<file path="src/rtl/mandel_pkg.sv">
// Shared types and default frame geometry for the Mandelbrot pixel scheduler.
package mandel_pkg;

    typedef enum logic [1:0] {
        IDLE  = 2'd0,
        RUN   = 2'd1,
        DRAIN = 2'd2
    } fsm_state_t;

    typedef enum logic [1:0] {
        EMPTY   = 2'd0,
        PENDING = 2'd1,
        DONE    = 2'd2
    } slot_state_t;

    localparam int DEF_WIDTH  = 640;
    localparam int DEF_HEIGHT = 480;

endpackage

</file>
<file path="src/rtl/rr_arbiter.sv">
// Round-robin arbiter: one-hot grant, priority starts at the engine after the
// last one granted; the pointer only moves when the grant is actually used.
module rr_arbiter #(
    parameter int N = 3
) (
    input  logic         clk,
    input  logic         reset,
    input  logic [N-1:0] i_req,
    input  logic         i_adv,
    output logic [N-1:0] o_grant,
    output logic         o_any
);

    localparam int          IDX_W = (N > 1) ? $clog2(N) : 1;
    localparam int unsigned NU    = N;

    logic [IDX_W-1:0] r_last;
    int unsigned      w_best;
    int unsigned      w_best_d;
    int unsigned      w_d;

    // Distance from the last winner decides priority; smallest distance wins.
    always_comb begin
        w_best   = 0;
        w_best_d = NU;
        w_d      = 0;
        for (int unsigned i = 0; i < NU; i++) begin
            w_d = (i > 32'(r_last)) ? (i - 32'(r_last) - 1) : (i + NU - 32'(r_last) - 1);
            if (i_req[i] && (w_d < w_best_d)) begin
                w_best_d = w_d;
                w_best   = i;
            end
        end
        o_any   = |i_req;
        o_grant = '0;
        for (int unsigned i = 0; i < NU; i++) begin
            if (o_any && (w_best == i)) begin
                o_grant[i] = 1'b1;
            end
        end
    end

    always_ff @(posedge clk or negedge reset) begin
        if (!reset) begin
            r_last <= IDX_W'(N - 1);
        end else if (i_adv && o_any) begin
            r_last <= IDX_W'(w_best);
        end
    end

endmodule

</file>
<file path="src/rtl/mandel_pixel_scheduler.sv">
// Issues raster pixels to independent engines, reorders tagged results in a
// ROB and retires them in raster order on a valid/ready stream.
module mandel_pixel_scheduler
    import mandel_pkg::*;
#(
    parameter int NUM_ENGINES = 3,
    parameter int ITER_W      = 32,
    parameter int X_W         = 32,
    parameter int Y_W         = 32,
    parameter int WIDTH       = DEF_WIDTH,
    parameter int HEIGHT      = DEF_HEIGHT,
    parameter int ROB_DEPTH   = 16,
    parameter int TAG_W       = $clog2(ROB_DEPTH)
) (
    input  logic                          clk,
    input  logic                          reset,
    input  logic                          start,
    input  logic                          continuous,
    output logic                          busy,
    output logic                          frame_done,
    output logic [NUM_ENGINES-1:0]        eng_req_valid,
    input  logic [NUM_ENGINES-1:0]        eng_req_ready,
    output logic [NUM_ENGINES*X_W-1:0]    eng_x,
    output logic [NUM_ENGINES*Y_W-1:0]    eng_y,
    output logic [NUM_ENGINES*TAG_W-1:0]  eng_tag,
    input  logic [NUM_ENGINES-1:0]        eng_res_valid,
    input  logic [NUM_ENGINES*TAG_W-1:0]  eng_res_tag,
    input  logic [NUM_ENGINES*ITER_W-1:0] eng_res_iter,
    output logic [ITER_W-1:0]             iter_o,
    output logic                          valid,
    input  logic                          ready,
    output logic                          first,
    output logic                          last_x,
    output logic                          last_y,
    output logic                          err_tag
);

    localparam logic [X_W-1:0]   X_LAST = X_W'(WIDTH - 1);
    localparam logic [Y_W-1:0]   Y_LAST = Y_W'(HEIGHT - 1);
    localparam logic [TAG_W:0]   DEPTH  = (TAG_W + 1)'(ROB_DEPTH);

    fsm_state_t        r_state, w_next;
    logic [X_W-1:0]    r_ix, r_rx;
    logic [Y_W-1:0]    r_iy, r_ry;
    logic [TAG_W:0]    r_iseq, r_rseq, w_occ;
    slot_state_t       r_slot_st   [ROB_DEPTH];
    logic [ITER_W-1:0] r_slot_iter [ROB_DEPTH];
    logic [TAG_W-1:0]  w_res_tag   [NUM_ENGINES];
    logic [ITER_W-1:0] w_res_iter  [NUM_ENGINES];
    logic [TAG_W-1:0]  w_itag, w_rtag;
    logic [NUM_ENGINES-1:0] w_grant;
    logic              w_any, w_run, w_room, w_issue, w_hs, w_frame_end;
    logic              r_valid, r_first, r_last_x, r_last_y, r_frame_done, r_err;
    logic [ITER_W-1:0] r_iter;

    assign w_occ       = r_iseq - r_rseq;
    assign w_room      = w_occ < DEPTH;
    assign w_run       = (r_state == RUN);
    assign w_issue     = w_run && w_room && w_any;
    assign w_itag      = r_iseq[TAG_W-1:0];
    assign w_rtag      = r_rseq[TAG_W-1:0];
    assign w_hs        = r_valid && ready;
    assign w_frame_end = (r_state == DRAIN) && w_hs && r_last_y;

    rr_arbiter #(.N(NUM_ENGINES)) u_arb (
        .clk     (clk),
        .reset   (reset),
        .i_req   (eng_req_ready),
        .i_adv   (w_run && w_room),
        .o_grant (w_grant),
        .o_any   (w_any)
    );

    always_comb begin
        for (int unsigned e = 0; e < NUM_ENGINES; e++) begin
            w_res_tag[e]  = eng_res_tag[e*TAG_W +: TAG_W];
            w_res_iter[e] = eng_res_iter[e*ITER_W +: ITER_W];
        end
    end

    assign eng_req_valid = w_issue ? w_grant : '0;
    assign eng_x         = {NUM_ENGINES{r_ix}};
    assign eng_y         = {NUM_ENGINES{r_iy}};
    assign eng_tag       = {NUM_ENGINES{w_itag}};
    assign busy          = (r_state == RUN) || (r_state == DRAIN);
    assign frame_done    = r_frame_done;
    assign valid         = r_valid;
    assign iter_o        = r_iter;
    assign first         = r_first;
    assign last_x        = r_last_x;
    assign last_y        = r_last_y;
    assign err_tag       = r_err;

    always_comb begin
        w_next = r_state;
        case (r_state)
            IDLE:    if (start) w_next = RUN;
            RUN:     if (w_issue && (r_ix == X_LAST) && (r_iy == Y_LAST)) w_next = DRAIN;
            DRAIN:   if (w_frame_end) w_next = continuous ? RUN : IDLE;
            default: w_next = IDLE;
        endcase
    end

    always_ff @(posedge clk or negedge reset) begin
        if (!reset) r_state <= IDLE;
        else        r_state <= w_next;
    end

    // Issue counters wrap on the final pixel, so the next frame starts at (0,0).
    always_ff @(posedge clk or negedge reset) begin
        if (!reset) begin
            r_ix   <= '0;
            r_iy   <= '0;
            r_iseq <= '0;
        end else if (w_issue) begin
            r_iseq <= r_iseq + 1'b1;
            if (r_ix == X_LAST) begin
                r_ix <= '0;
                r_iy <= (r_iy == Y_LAST) ? '0 : r_iy + 1'b1;
            end else begin
                r_ix <= r_ix + 1'b1;
            end
        end
    end

    always_ff @(posedge clk or negedge reset) begin
        if (!reset) begin
            for (int unsigned i = 0; i < ROB_DEPTH; i++) begin
                r_slot_st[i]   <= EMPTY;
                r_slot_iter[i] <= '0;
            end
            r_rseq       <= '0;
            r_rx         <= '0;
            r_ry         <= '0;
            r_valid      <= 1'b0;
            r_iter       <= '0;
            r_first      <= 1'b0;
            r_last_x     <= 1'b0;
            r_last_y     <= 1'b0;
            r_frame_done <= 1'b0;
            r_err        <= 1'b0;
        end else begin
            r_frame_done <= w_frame_end;
            if (w_hs) begin
                r_valid           <= 1'b0;
                r_iter            <= '0;
                r_first           <= 1'b0;
                r_last_x          <= 1'b0;
                r_last_y          <= 1'b0;
                r_slot_st[w_rtag] <= EMPTY;
                r_rseq            <= r_rseq + 1'b1;
                if (r_rx == X_LAST) begin
                    r_rx <= '0;
                    r_ry <= (r_ry == Y_LAST) ? '0 : r_ry + 1'b1;
                end else begin
                    r_rx <= r_rx + 1'b1;
                end
            end else if (!r_valid && (r_state != IDLE) && (r_slot_st[w_rtag] == DONE)) begin
                r_valid  <= 1'b1;
                r_iter   <= r_slot_iter[w_rtag];
                r_first  <= (r_rx == '0) && (r_ry == '0);
                r_last_x <= (r_rx == X_LAST);
                r_last_y <= (r_rx == X_LAST) && (r_ry == Y_LAST);
            end
            for (int unsigned e = 0; e < NUM_ENGINES; e++) begin
                if (eng_res_valid[e]) begin
                    if (r_slot_st[w_res_tag[e]] == PENDING) begin
                        r_slot_st[w_res_tag[e]]   <= DONE;
                        r_slot_iter[w_res_tag[e]] <= w_res_iter[e];
                    end else begin
                        r_err <= 1'b1;
                    end
                end
            end
            if (w_issue) begin
                r_slot_st[w_itag] <= PENDING;
            end
        end
    end

endmodule

</file>
<file path="config.mk">
export PLATFORM = sky130hd
export DESIGN_NAME = mandel_pixel_scheduler
export DESIGN_NICKNAME = d
export VERILOG_FILES = /design/src/rtl/mandel_pkg.sv /design/src/rtl/rr_arbiter.sv /design/src/rtl/mandel_pixel_scheduler.sv
export SDC_FILE = /design/constraint.sdc
export NUM_CORES = 2
export LEC_CHECK = 0
export CORE_MARGIN = 3
export CORE_UTILIZATION = 30
export DETAILED_ROUTE_END_ITERATION = 8
export PLACE_DENSITY_LB_ADDON = 0.2
export SLEW_MARGIN = 20
export SYNTH_ARGS = -nofsm -noshare
export SYNTH_HDL_FRONTEND = slang
export SYNTH_SLANG_ARGS = --single-unit
</file>
<file path="constraint.sdc">
create_clock -name clk -period 8.1 [get_ports clk]
set_clock_uncertainty 0.1 [all_clocks]
set_input_delay 2.43 -clock clk [delete_from_list [all_inputs] [get_ports clk]]
set_output_delay 2.43 -clock clk [all_outputs]
set_load 0.01 [all_outputs]
</file>
==> results.json <==
{
  "status": "finished, violations left",
  "nFillCells": 15164,
  "cts_tree": "built",
  "ys_seq_area_frac": 0.400,
  "seqCellArea_mm2": 0.0181,
  "synth_seq_cells": 724,
  "use_met1": 0.309,
  "crit_required_ps": 5570,
  "overflow": 0,
  "multi_input_area_mm2": 0.0245,
  "met2_usage": 0.357,
  "synth_top_area_share": 0.399,
  "hp-class": "flop to flop",
  "maxCapViolCount": 0,
  "clkTransAtPathRegs_ps": 60,
  "path_max_fanout": 5,
  "path_buf_inv": 4,
  "peakVddDrop_mv": 0.192,
  "ys_top_cells_by_area": "dfrtp_1 (40%), mux2i_1 (10%), mux4_2 (8.6%), nand2_1 (5.9%), o21ai_0 (4.8%)",
  "final_util": 0.354,
  "worstSetupEndpointType": "output port",
  "dieArea_mm2": 0.156,
  "vias": 38192,
  "finalSetupViolations": 3,
  "ctsHoldBuffers": 0,
  "max_freq_mhz": 120,
  "dp_hpwl_um": 103000,
  "finalWorstSetupSlack_ps": -240,
  "viasPerCell": 5.46,
  "die_w_um": 395,
  "mappedNetlistArea_mm2": 0.0453,
  "synthXorXnorAreaFrac": 0.0222,
  "yosysUniqueCellTypes": 73,
  "grt_pass1_wl_um": 263000,
  "gp_congestion": 0.818,
  "dp_cells": 6813,
  "critPathLaunchType": "input port",
  "met3_usage": 0.0380,
  "muxShareOfSynthArea": 0.189,
  "grtUsageTotal": 0.224,
  "path_cells": "buf_6 > nor2b_4 > and2_4 > ha_4 > nand4bb_1 > a211oi_2 > a211oi_2 > o211ai_1 > inv_2 > buf_6 > nand2_4 > ha_4 > a21o_1 > a21o_1 > a221oi_2 > nand3_1 > a311oi_2 > a21oi_2 > and3_1 > buf_2",
  "crit_family": "compound AO/OA/AOI/OAI gates",
  "finalHoldViolCount": 0,
  "drive_gt1_frac": 0.105,
  "wl_per_cell_um": 25.6,
  "antenna_left": 0,
  "clockBufferDepth": 3,
  "antenna_found_initial": 14,
  "rows": 142,
  "io_buffers": 364,
  "ios": 365,
  "criticalPathCategory": "input port to output port",
  "grt_max_degree": 149,
  "yosys_warnings": 0,
  "maxSlewViolCount": 0,
  "cp_data_arrival_time_ps": 5810,
  "slew_headroom": 0.244,
  "initial_core_util": 0.302,
  "leakage_nw": 23.3,
  "totalPowerFinal_mw": 16.8,
  "cts_made_buffers": 91,
  "synth_compound_area_frac": 0.149,
  "first_pass_iters": 7,
  "finalNonFillerCells": 6998,
  "layout_common_cells": "dfrtp_1 (720), nand2_1 (706), mux2i_1 (465), o21ai_0 (436), nor2_1 (414)",
  "final_nets": 5089,
  "worst_pin_slew_ps": 1130,
  "power.density_mw_per_mm2": 316,
  "gr-max-usage-layer": "met2",
  "yosys_most_used_dff": "dfrtp_1",
  "grt_pass1_vias": 36832,
  "die_height_um": 395,
  "clock_latency_ps": 700,
  "timing.final.crit_share": 1.03,
  "min_period_ps": 8340,
  "grt_setup_unrepaired": "true",
  "tns_ps": -621,
  "synthAdderAreaFrac": 0.0193,
  "synth.avg_cell_area_um2": 9.15,
  "drt_iter0_drc": 3727,
  "cts_root_buffer": "clkbuf_16",
  "syn_to_final_growth_pct": 16.9,
  "synth-simple-area-share": 0.151,
  "mostFrequentLayoutCell": "dfrtp_1",
  "route.detailed.drc": 0,
  "synth_cells": 4954,
  "cts_htree_levels": 3,
  "wl_um": 179000,
  "synth-edff-count": 0,
  "synthArstFlopShare": 1.00,
  "synth_top_family_by_area": "multiplexers",
  "cp_slowest_stage_delay_ps": 310,
  "violations": "negative setup slack",
  "core_area_mm2": 0.150,
  "cts.sinks": 724,
  "cpMaxStageDelayCell": "a221oi_2",
  "synth_top_area_cell": "dfrtp_1"
}
-- metal layers --
metal  share of wire  vias up
li1                -    17336
met1            0.44    19063
met2            0.46     1479
met3           0.066      308
met4           0.034        6
met5         0.00019        -
-- per-stage QoR --
| stage | hold slack [ps] | setup slack (ps) | area [um2] |
|---|---|---|---|
| 2_1_floorplan | 343 | 3.23 | 45500 |
| 3_3_place_gp | 363 | -1150 | 49700 |
| 3_5_place_dp | 361 | -1160 | 49700 |
| 4_1_cts | 371 | -189 | 53000 |
| 5_1_grt | 403 | -396 | 53000 |
| 6_report | 367 | -240 | 53000 |
-- worst register-to-register path, delay by kind of cell, from the launching register on --
family | cells | cell delay [ps]
AOI/OAI and AO/OA | 3 | 680
buffers and inverters | 4 | 2670
DFF | 1 | 940
muxes | 1 | 470
and+or+nand+nor | 3 | 1130
-- final cells by class --
| class | instances | share of cell area |
|---|---|---|
| Clock buffer | 139 | 0.0523 |
| Multi-Input combinational cell | 3558 | 0.462 |
| Timing Repair Buffer | 472 | 0.0851 |
| Clock inverter | 28 | 0.00675 |
| Antenna cell | 8 | 0.000378 |
| Tap cell | 2016 | 0.0476 |
| Inverter | 53 | 0.00378 |
| Sequential cell | 724 | 0.342 |
-- kinds of logic after synthesis --
| kind of cell | after synthesis |
|---|---|
| compound gates | 1148 |
| xor+xnor | 115 |
| fa+ha+maj | 70 |
| buf+inv | 691 |
| flops | 724 |
| mux | 641 |
| other cells | 1 |
| simple gates | 1564 |
-- power by group --
| group | switching (mW) | internal, mW | total (mW) |
|---|---|---|---|
| combinational | 3.36 | 3.20 | 6.55 |
| sequential | 0.925 | 4.95 | 5.88 |
| clock | 1.73 | 2.61 | 4.33 |
-- final timing paths --
| check | end | from | cells after the start | slack (ps) |
|---|---|---|---|---|
| hold / removal | r_ry[31] | r_ry[31] | 1 | 370 |
| hold reg to reg | r_ry[31] | r_ry[31] | 1 | 370 |
| min in group asynchronous | r_slot_iter[300] | reset | 1 | 1660 |
| max in group asynchronous | r_rseq[1] | reset | 2 | 4730 |
| setup reg to reg | first | r_rseq[1] | 11 | 1990 |
| setup / recovery | eng_req_valid[0] | eng_req_ready[0] | 20 | -240 |
-- Yosys cell counts, types with 23 or more instances --
cell type / instances
nand3_1: 152
mux4_2: 173
buf_4: 140
a21oi_1: 241
nor2b_1: 23
buf_2: 36
nor3_1: 36
nand2_1: 713
dfrtp_1: 723
inv_1: 50
and3_1: 38
a211oi_1: 101
clkbuf_1: 383
nor2_1: 417
nor4_1: 38
xnor2_1: 78
ha_1: 70
a21o_1: 101
nand2b_1: 24
o21ai_1: 54
xor2_1: 37
mux2i_1: 465
a221oi_1: 37
o22ai_1: 66
o21ai_0: 437
a31oi_1: 60
nand4_1: 42
buf_1: 79
-- registers in the layout (all words and copies together), names as in the netlist --
name,cells
iter_o,32
r_iy,32
r_slot_iter,512
frame_done,1
first,1
r_ry,32
r_iseq,5
last_x,1
r_rx,32
err_tag,1
last_y,1
valid,1
u_arb.r_last,2
r_state,2
r_slot_st,32
r_ix,32
r_rseq,5
-- timing repair --
item | 4_1_cts | 5_1_grt
setup buffers | 8 | 2
pin swaps | 16 | 3
resized for setup | 32 | 4
setup endpoints to repair | 3 | 3
No activity file was read; power rests on OpenSTA's default activity.
